### src/rtl/fft_seq_pkg.sv
// Shared types and helpers for the FFT frame sequencer.
// Frame lengths must be a power of two within the range the core supports.
package fft_seq_pkg;

  localparam int unsigned PTS_W   = 11;
  localparam int unsigned MIN_PTS = 8;

  typedef enum logic [0:0] {
    StIdle,
    StFeed
  } in_state_e;

  function automatic logic pts_legal(logic [31:0] pts, int unsigned pts_w, int unsigned min_pts);
    logic pow2;
    pow2 = (pts != 32'd0) && ((pts & (pts - 32'd1)) == 32'd0);
    return pow2 && (pts >= min_pts) && (pts <= (32'd1 << (pts_w - 1)));
  endfunction

endpackage

### src/rtl/st_skid_reg.sv
// One-entry valid/ready pipeline register; accepts a new beat whenever empty
// or when the held beat is leaving in the same cycle.
module st_skid_reg #(
  parameter int unsigned Width = 8
) (
  input  logic             clk_i,
  input  logic             rst_ni,
  input  logic             valid_i,
  output logic             ready_o,
  input  logic [Width-1:0] data_i,
  output logic             valid_o,
  input  logic             ready_i,
  output logic [Width-1:0] data_o
);

  logic             valid_q;
  logic [Width-1:0] data_q;

  assign ready_o = !valid_q || ready_i;
  assign valid_o = valid_q;
  assign data_o  = data_q;

  always_ff @(posedge clk_i or negedge rst_ni) begin
    if (!rst_ni) begin
      valid_q <= 1'b0;
      data_q  <= '0;
    end else if (valid_i && ready_o) begin
      valid_q <= 1'b1;
      data_q  <= data_i;
    end else if (ready_i) begin
      valid_q <= 1'b0;
    end
  end

endmodule

### src/rtl/fft_frame_sequencer.sv
// Frames a continuous sample stream for a variable-size streaming FFT core and
// tags, checks and forwards the core's results with a bounded number of frames in flight.
module fft_frame_sequencer #(
  parameter int unsigned DIN_W        = 18,
  parameter int unsigned DOUT_W       = 29,
  parameter int unsigned PTS_W        = fft_seq_pkg::PTS_W,
  parameter int unsigned MIN_PTS      = fft_seq_pkg::MIN_PTS,
  parameter int unsigned MAX_INFLIGHT = 2
) (
  input  logic              clk,
  input  logic              reset_n,
  input  logic              run,
  input  logic [PTS_W-1:0]  cfg_pts,
  input  logic              cfg_inverse,
  input  logic              in_valid,
  output logic              in_ready,
  input  logic [DIN_W-1:0]  in_real,
  input  logic [DIN_W-1:0]  in_imag,
  output logic              fft_sink_valid,
  output logic              fft_sink_sop,
  output logic              fft_sink_eop,
  input  logic              fft_sink_ready,
  output logic [DIN_W-1:0]  fft_sink_real,
  output logic [DIN_W-1:0]  fft_sink_imag,
  output logic [1:0]        fft_sink_error,
  output logic [PTS_W-1:0]  fft_fftpts_in,
  output logic              fft_inverse,
  input  logic              fft_source_valid,
  input  logic              fft_source_sop,
  input  logic              fft_source_eop,
  input  logic [1:0]        fft_source_error,
  input  logic [DOUT_W-1:0] fft_source_real,
  input  logic [DOUT_W-1:0] fft_source_imag,
  input  logic [PTS_W-1:0]  fft_fftpts_out,
  output logic              fft_source_ready,
  output logic              out_valid,
  input  logic              out_ready,
  output logic [DOUT_W-1:0] out_real,
  output logic [DOUT_W-1:0] out_imag,
  output logic [PTS_W-1:0]  out_bin,
  output logic              out_last,
  output logic              busy,
  output logic              frame_err,
  output logic              err_sticky,
  output logic [15:0]       frames_done
);
  import fft_seq_pkg::*;

  localparam int unsigned IfW   = $clog2(MAX_INFLIGHT + 1);
  localparam int unsigned SinkW = 2 + 2 * DIN_W;
  localparam int unsigned OutW  = 1 + PTS_W + 2 * DOUT_W;

  localparam logic [PTS_W-1:0] PtsOne = PTS_W'(1);
  localparam logic [IfW-1:0]   MaxIf  = IfW'(MAX_INFLIGHT);

  in_state_e        state_q;
  logic [PTS_W-1:0] icnt_q, pts_q;
  logic             inv_q;
  logic [IfW-1:0]   inflight_q;
  logic [PTS_W-1:0] ocnt_q, nout_q, ocnt_d, bin, nout;
  logic             frame_err_q, err_sticky_q;
  logic [15:0]      frames_done_q;

  logic feed, cfg_ok, start, cfg_bad;
  logic sink_in_valid, sink_in_ready, in_fire, in_sop, in_eop;
  logic src_fire, fault, inc, dec, out_fire_last;
  logic [SinkW-1:0] sink_data;
  logic [OutW-1:0]  out_data;

  // Input side
  assign feed     = (state_q == StFeed);
  assign cfg_ok   = pts_legal(32'(cfg_pts), PTS_W, MIN_PTS);
  assign cfg_bad  = (state_q == StIdle) && run && !cfg_ok;
  // New settings only take effect once the previous frame's last sink beat is leaving.
  assign start    = (state_q == StIdle) && run && cfg_ok && (inflight_q < MaxIf) &&
                    (!fft_sink_valid || fft_sink_ready);
  assign in_ready = feed && sink_in_ready;
  assign in_fire  = in_valid && in_ready;
  assign in_sop   = (icnt_q == '0);
  assign in_eop   = (icnt_q == pts_q - PtsOne);
  assign sink_in_valid = in_valid && feed;

  always_ff @(posedge clk or negedge reset_n) begin
    if (!reset_n) begin
      state_q <= StIdle;
      icnt_q  <= '0;
      pts_q   <= PTS_W'(MIN_PTS);
      inv_q   <= 1'b0;
    end else begin
      unique case (state_q)
        StIdle: begin
          if (start) begin
            state_q <= StFeed;
            icnt_q  <= '0;
            pts_q   <= cfg_pts;
            inv_q   <= cfg_inverse;
          end
        end
        StFeed: begin
          if (in_fire) begin
            if (in_eop) begin
              state_q <= StIdle;
              icnt_q  <= '0;
            end else begin
              icnt_q <= icnt_q + PtsOne;
            end
          end
        end
        default: state_q <= StIdle;
      endcase
    end
  end

  st_skid_reg #(.Width(SinkW)) u_sink_reg (
    .clk_i   (clk),
    .rst_ni  (reset_n),
    .valid_i (sink_in_valid),
    .ready_o (sink_in_ready),
    .data_i  ({in_sop, in_eop, in_real, in_imag}),
    .valid_o (fft_sink_valid),
    .ready_i (fft_sink_ready),
    .data_o  (sink_data)
  );

  assign {fft_sink_sop, fft_sink_eop, fft_sink_real, fft_sink_imag} = sink_data;
  assign fft_sink_error = 2'b00;
  assign fft_fftpts_in  = pts_q;
  assign fft_inverse    = inv_q;

  // Output side
  assign src_fire = fft_source_valid && fft_source_ready;
  assign bin      = fft_source_sop ? '0 : ocnt_q;
  assign nout     = fft_source_sop ? fft_fftpts_out : nout_q;

  always_comb begin
    fault  = 1'b0;
    ocnt_d = bin + PtsOne;
    if (fft_source_error != 2'b00) fault = 1'b1;
    if (fft_source_sop && (ocnt_q != '0)) fault = 1'b1;
    if (fft_source_eop && (bin != nout - PtsOne)) fault = 1'b1;
    if (!fft_source_eop && (bin == nout - PtsOne)) fault = 1'b1;
    // A frame that overruns its length restarts numbering rather than counting on.
    if (fft_source_eop || (bin == nout - PtsOne)) ocnt_d = '0;
  end

  st_skid_reg #(.Width(OutW)) u_out_reg (
    .clk_i   (clk),
    .rst_ni  (reset_n),
    .valid_i (fft_source_valid),
    .ready_o (fft_source_ready),
    .data_i  ({fft_source_eop, bin, fft_source_real, fft_source_imag}),
    .valid_o (out_valid),
    .ready_i (out_ready),
    .data_o  (out_data)
  );

  assign {out_last, out_bin, out_real, out_imag} = out_data;

  assign inc           = fft_sink_valid && fft_sink_ready && fft_sink_sop;
  assign out_fire_last = out_valid && out_ready && out_last;
  // Stray result frames never started here must not underflow the count.
  assign dec           = out_fire_last && (inflight_q != '0);

  always_ff @(posedge clk or negedge reset_n) begin
    if (!reset_n) begin
      ocnt_q        <= '0;
      nout_q        <= PTS_W'(MIN_PTS);
      inflight_q    <= '0;
      frame_err_q   <= 1'b0;
      err_sticky_q  <= 1'b0;
      frames_done_q <= '0;
    end else begin
      if (src_fire) begin
        ocnt_q <= ocnt_d;
        if (fft_source_sop) nout_q <= fft_fftpts_out;
      end
      if (inc && !dec) begin
        inflight_q <= inflight_q + IfW'(1);
      end else if (dec && !inc) begin
        inflight_q <= inflight_q - IfW'(1);
      end
      frame_err_q  <= src_fire && fault;
      err_sticky_q <= err_sticky_q || (src_fire && fault) || cfg_bad;
      if (out_fire_last) frames_done_q <= frames_done_q + 16'd1;
    end
  end

  assign busy        = feed || (inflight_q != '0);
  assign frame_err   = frame_err_q;
  assign err_sticky  = err_sticky_q;
  assign frames_done = frames_done_q;

endmodule

### config.mk
export PLATFORM = sky130hd
export DESIGN_NAME = fft_frame_sequencer
export DESIGN_NICKNAME = d
export VERILOG_FILES = /design/src/rtl/fft_seq_pkg.sv /design/src/rtl/st_skid_reg.sv /design/src/rtl/fft_frame_sequencer.sv
export SDC_FILE = /design/constraint.sdc
export NUM_CORES = 1
export LEC_CHECK = 0
export ABC_AREA = 0
export CORE_MARGIN = 2
export CORE_UTILIZATION = 42
export DETAILED_ROUTE_END_ITERATION = 12
export PLACE_DENSITY = 0.76
export RECOVER_POWER = 100
export SLEW_MARGIN = 20
export SYNTH_ARGS = -nofsm -noshare
export SYNTH_HDL_FRONTEND = slang
export SYNTH_SLANG_ARGS = --single-unit
### constraint.sdc
create_clock -name clk -period 2.3 [get_ports clk]
set_input_delay 0.46 -clock clk [delete_from_list [all_inputs] [get_ports clk]]
set_output_delay 0.46 -clock clk [all_outputs]
set_load 0.03 [all_outputs]
* Word-level counts from Yosys, hierarchy flattened
Cells that the tools add are included.
** Word-level totals
- Register bits after elaboration :: 176
- Input bits :: 128
- Output and inout bits :: 145
- Word-level logic and storage cells :: 100
** Operators by class
- $add $sub $neg :: 8
- Order comparisons :: 3
- Equality and inequality tests :: 5
- Multiplexer cells :: 21
- Bitwise operators :: 2
- Reduce and logical (&&, ||, !) cells :: 47
** Operators by type and width (number)
- $mux 11 :: 6
- $and 11x32->32 :: 1
- $logic_not 32->1 :: 1
- $logic_and 1x1->1 :: 24
- $add 11x1->11 const B :: 2
- $eq 11x11->1 :: 2
- $pmux 11 s2 :: 1
- $reduce_bool 11->1 :: 2
- $sub 11x1->11 const B :: 2
- $add 16x1->16 const B :: 1
- $sub 11x1->12 const B :: 1
- $ge 11x4->1 const B :: 1
- $le 11x11->1 const B :: 1
- $logic_not 11->1 :: 1
- $mux 1 :: 11
- $ne 11x11->1 :: 1
- $reduce_bool 2->1 :: 5
- $logic_not 1->1 :: 6
- $logic_or 1x1->1 :: 6
- $mux 2 :: 2
- $reduce_and 2->1 :: 2
- $add 2x1->2 const B :: 1
- $lt 2x2->1 const B :: 1
- $ne 2x1->1 const B :: 1
- other kinds (4) :: 4

* Logic depth before layout (Yosys ltp)
- Depth after elaboration :: 11
- Gate-level depth with buffers :: 12
- Mapped depth without buffers :: 9

* Cells and area by module
From an unflattened synthesis, not the netlist that was laid out.
** Second synthesis, totals
- Cell total of the unflattened synthesis :: 682
- Area, all modules :: 8747.1 µm²
** By module, submodules not included
- fft_frame_sequencer :: times used 1, cells an instance 447, area an instance 4257.8 µm², sequential area each 1654.1 µm²
- st_skid_reg (u_out_reg) :: times used 1, cells an instance 151, area an instance 2937.8 µm², sequential area each 1776.7 µm²
- st_skid_reg (u_sink_reg) :: times used 1, cells an instance 84, area an instance 1551.5 µm², sequential area each 975.9 µm²

* Least setup slack after synthesis
OpenSTA, ideal clock, no wires.
- Kind :: input port to flip-flop
- Start point :: input fft_source_sop
- End point :: register ocnt_q[5]
- Library setup time :: 118 ps
- Data arrival time :: 3160 ps
- Data required time :: 2182 ps
- Setup slack :: -979 ps
- Cell stages on the path :: 12
- Buffers on the path :: 3
- Cell sequence :: buf_6 > clkbuf_1 > clkbuf_1 > mux2i_1 > ha_1 > xor3_1 > nor4_1 > a41oi_1 > nor4_2 > nand4_1 > and4b_1 > a21o_1
** On the way
- Longest elaborated chain between the ends :: 5
- Elaborated cells on any way between the ends :: 7
- Classes of those cells :: 2 x add/sub; 1 x eq/ne; 3 x mux; 1 x reduce/logical
** RTL lines
- start: declaration :: RTL line fft_frame_sequencer.sv:29 : input logic fft_source_sop,
- $mux 11 :: RTL line fft_frame_sequencer.sv:133 : assign nout = fft_source_sop ? fft_fftpts_out : nout_q;
- $sub 11x1->11 :: RTL line fft_frame_sequencer.sv:143 : if (fft_source_eop || (bin == nout - PtsOne)) ocnt_d = '0;
- $eq 11x11->1 :: RTL line fft_frame_sequencer.sv:143
- $logic_or 1x1->1 :: RTL line fft_frame_sequencer.sv:143
- $mux 11 (*) :: RTL line fft_frame_sequencer.sv:143
- end signal: assignment :: RTL line fft_frame_sequencer.sv:174 : ocnt_q <= ocnt_d;
- end: declaration :: RTL line fft_frame_sequencer.sv:60 : logic [PTS_W-1:0] ocnt_q, nout_q, ocnt_d, bin, nout;
Mark *: on every way between the ends. The rest lies on a longest branch, timed or not.
A chain may end at the register's enable or synchronous reset.

* Worst setup path after layout
Ends and elaborated chain as after synthesis.

==> impl_metrics.py <==
metrics = {
    "status": {
        "violations": "capacitance limit, slew limit, setup timing",
        "status": "finished with violations",
    },
    "yosys": {
        "syn_area_um2": 8440,
        "postSynthAreaPerCell_um2": 9.33,
        "synth_flop_cell": "dfrtp_1",
        "synthCells": 904,
        "synth_area_leaders": "dfrtp_1 (52%), nand2_1 (15%), xnor2_1 (3.2%)",
        "synthMostInstantiatedCell": "nand2_1",
        "synth.top_cell.area_share": 0.516,
        "async_flop_share": 1.00,
        "synth_edf_count": 0,
        "synth_common_cells": "nand2_1 (345), dfrtp_1 (174), xnor2_1 (31)",
        "yosysUniqueCellTypes": 75,
        "yosys_register_bits": 176,
        "seq_area_frac_synth": 0.522,
        "synth_top_area_cell": "dfrtp_1",
        "yosysWarnings": 0,
    },
    "pwr": {
        "powerDensity_nw_per_um2": 739,
        "leakagePower_nw": 6.29,
        "report.power.total_w": 0.00964,
        "irDropWorstVdd_uv": 565,
    },
    "place": {
        "portBuffers": 270,
        "place_inst": 1505,
        "place.gp.congestion": 0.872,
        "place_hpwl_mm": 17.9,
    },
    "worst_setup_path": {
        "regToRegSetupSlack_ps": -280,
        "startpoint_type": "input port",
        "r2r-start": "nout_q[0]$_DFFE_PN0P_",
        "crit_required_ps": 2620,
        "cp_max_fo": 5,
        "worstReg2RegEnd": "ocnt_q[5]$_DFFE_PN0P_",
        "worstSetupPathType": "input port to register",
        "cp-end-kind": "register",
        "crit_arrival_ps": 2910,
        "reg2regPathDepth": 11,
    },
    "floorplanning": {
        "dieWidth_um": 146,
        "start_util": 0.431,
        "coreArea_um2": 19600,
        "die_h_um": 146,
        "ios": 273,
        "dieArea_um2": 21200,
        "floorplan.rows": 51,
    },
    "timing": {
        "fin_skew_ps": 9.49,
        "worst_slew_margin_rel": -0.0151,
        "clock.fmax_mhz": 386,
        "report.final.setup_viol": 31,
        "min_period_over_period": 1.13,
        "fin_crit_ps": 2590,
        "finalHoldViolCount": 0,
        "worst_pin_slew_ps": 1520,
        "layout_setup_ws_ps": -289,
        "rsz0062_at_grt": "true",
        "maxSlewViolCount": 63,
    },
    "drt": {
        "ant_nets": 0,
        "drc": 0,
        "vias": 7899,
        "wl_per_cell_um": 16.1,
        "drt_iter0_drc": 493,
        "routed_via_density": 5.09,
        "drt-total-wl_mm": 25.0,
        "drt-pass1-iter-count": 5,
    },
    "grt": {
        "grt_pass1_vias": 7970,
        "overflow": 0,
        "grt_max_degree": 63,
        "track_usage": 0.235,
        "antenna_found_initial": 1,
        "grt_pass1_wl_mm": 40.8,
    },
    "cells_and_area": {
        "drive_gt1_frac": 0.183,
        "finalNetCount": 1409,
        "syn_to_final_growth_pct": 54.7,
        "final_cells": 1553,
    },
    "clocking": {
        "cts-hold-fix-buffers": 0,
        "clockBufferDepth": 2,
        "cts_sinks": 176,
        "htree_levels": 4,
        "worstSkewPairLatency_ps": 440,
        "clk_pin_slew_worst_paths_ps": 70,
        "root_buffer": "clkbuf_16",
        "numCtsBuffers": 17,
        "tritoncts": "built",
    },
    "worst_hold_path": {
        "hold_class": "input port to async pin",
    },
    "flow_run": {
        "maxCapViolations": 1,
    },
}
-- sequential cells by signal, summed over array words and instances (netlist names), 2 cells and up --
name and flops:
inflight_q 2, u_out_reg.data_o 70, icnt_q 11, frames_done 16, fft_fftpts_in 11, ocnt_q 11, nout_q 11, u_sink_reg.data_o 38
-- report_power, final --
part | switching [W] | total (W) | leakage [nW] | internal [W]
clock network | 0.00141 | 0.00286 | 0.274 | 0.00145
logic | 0.00168 | 0.00292 | 3.77 | 0.00124
registers | 0.000324 | 0.00386 | 2.25 | 0.00354
-- timing repair --
item	CTS	global route
buffers inserted	11	3
setup endpoints to repair	34	36
resized for setup	37	32
gates cloned	1	0
pin swaps	21	25
-- cell families (layout without fill, tap and decap cells) --
logic type | count (synthesis) | after routing | synth area share
xor+xnor | 45 | 45 | 0.0485
buf+inv | 56 | 438 | 0.0288
fa+ha+maj | 8 | 8 | 0.0116
mux | 27 | 27 | 0.0366
flops | 176 | 176 | 0.522
other cells | 1 | 3 | 0.000444
compound gates | 95 | 95 | 0.0802
simple gates | 496 | 496 | 0.272
-- how the worst max path moves through the flow --
| stage | start | end | slack, ps | cells after the start |
|---|---|---|---|---|
| 2_1_floorplan | fft_source_sop | ocnt_q[5]$_DFFE_PN0P_ | -510 | 12 |
| 3_3_place_gp | fft_source_sop | ocnt_q[6]$_DFFE_PN0P_ | -870 | 10 |
| 3_5_place_dp | fft_source_sop | ocnt_q[6]$_DFFE_PN0P_ | -960 | 10 |
| 4_1_cts | nout_q[1]$_DFFE_PN0P_ | ocnt_q[5]$_DFFE_PN0P_ | -310 | 10 |
| 5_1_grt | nout_q[0]$_DFFE_PN0P_ | ocnt_q[5]$_DFFE_PN0P_ | -420 | 11 |
| 6_report | fft_source_sop | ocnt_q[5]$_DFFE_PN0P_ | -290 | 12 |
-- stage by stage --
step	hold WS, ps	utilization	setup WS (ps)	instance area, um2	setup TNS, ps
after detailed placement	461	0.621	-957	12200	-23040
after CTS	20.8	0.661	-308	12900	-2800
final	394	0.666	-289	13100	-4180
after global routing	444	0.666	-421	13100	-7570
after global placement	456	0.621	-870	12200	-20890
after floorplan	164	-	-514	8520	-4950
-- final cells by class --
type	instances	area, um2
fill	1593	6540
sequential	176	4410
multi-input combinational	673	4090
timing repair buffer	389	3590
clock buffer	18	429
tap	265	332
clock inverter	14	135
inverter	17	63.8
antenna	1	2.50
-- worst max-delay path, stage by stage --
cell,delay (ps)
clkdlybuf4s15_1,280
mux2i_2,290
ha_2,240
buf_6,100
nor3b_4,170
xnor2_1,140
mux2i_1,100
nor4_2,390
nand4_1,210
buf_6,180
and4b_1,190
a21o_1,160
-- layer usage --
layer / part of all wire / wire length (um) / vias up / track usage
met5: 0 / 0 / - / 0
met3: 0.071 / 1770 / 47 / 0.0652
met1: 0.41 / 10300 / 3772 / 0.302
met2: 0.49 / 12300 / 295 / 0.388
met4: 0.023 / 575 / 0 / 0.0735
li1: - / - / 3785 / -
-- layout by cell type, fill, tap and decap left out, drive strengths merged, types with 5 or more instances in the layout --
master and instances:
inv 27, ha 7, nor3 19, or3 6
mux2 21, xnor2 31, o31ai 8, or2 8
nand3 12, nand4b 6, nor2 24, dlygate4sd3 139
nor4 13, nand2b 9, o22ai 6, o21ai 29
and3 14, clkbuf 40, dfrtp 174, clkdlybuf4s50 119
nand4 8, xor2 13, a21oi 6, mux2i 6
nand2 345, a31oi 10, buf 101, nor3b 8
nor2b 5
Note: power is estimated with default switching activity, not from simulation.
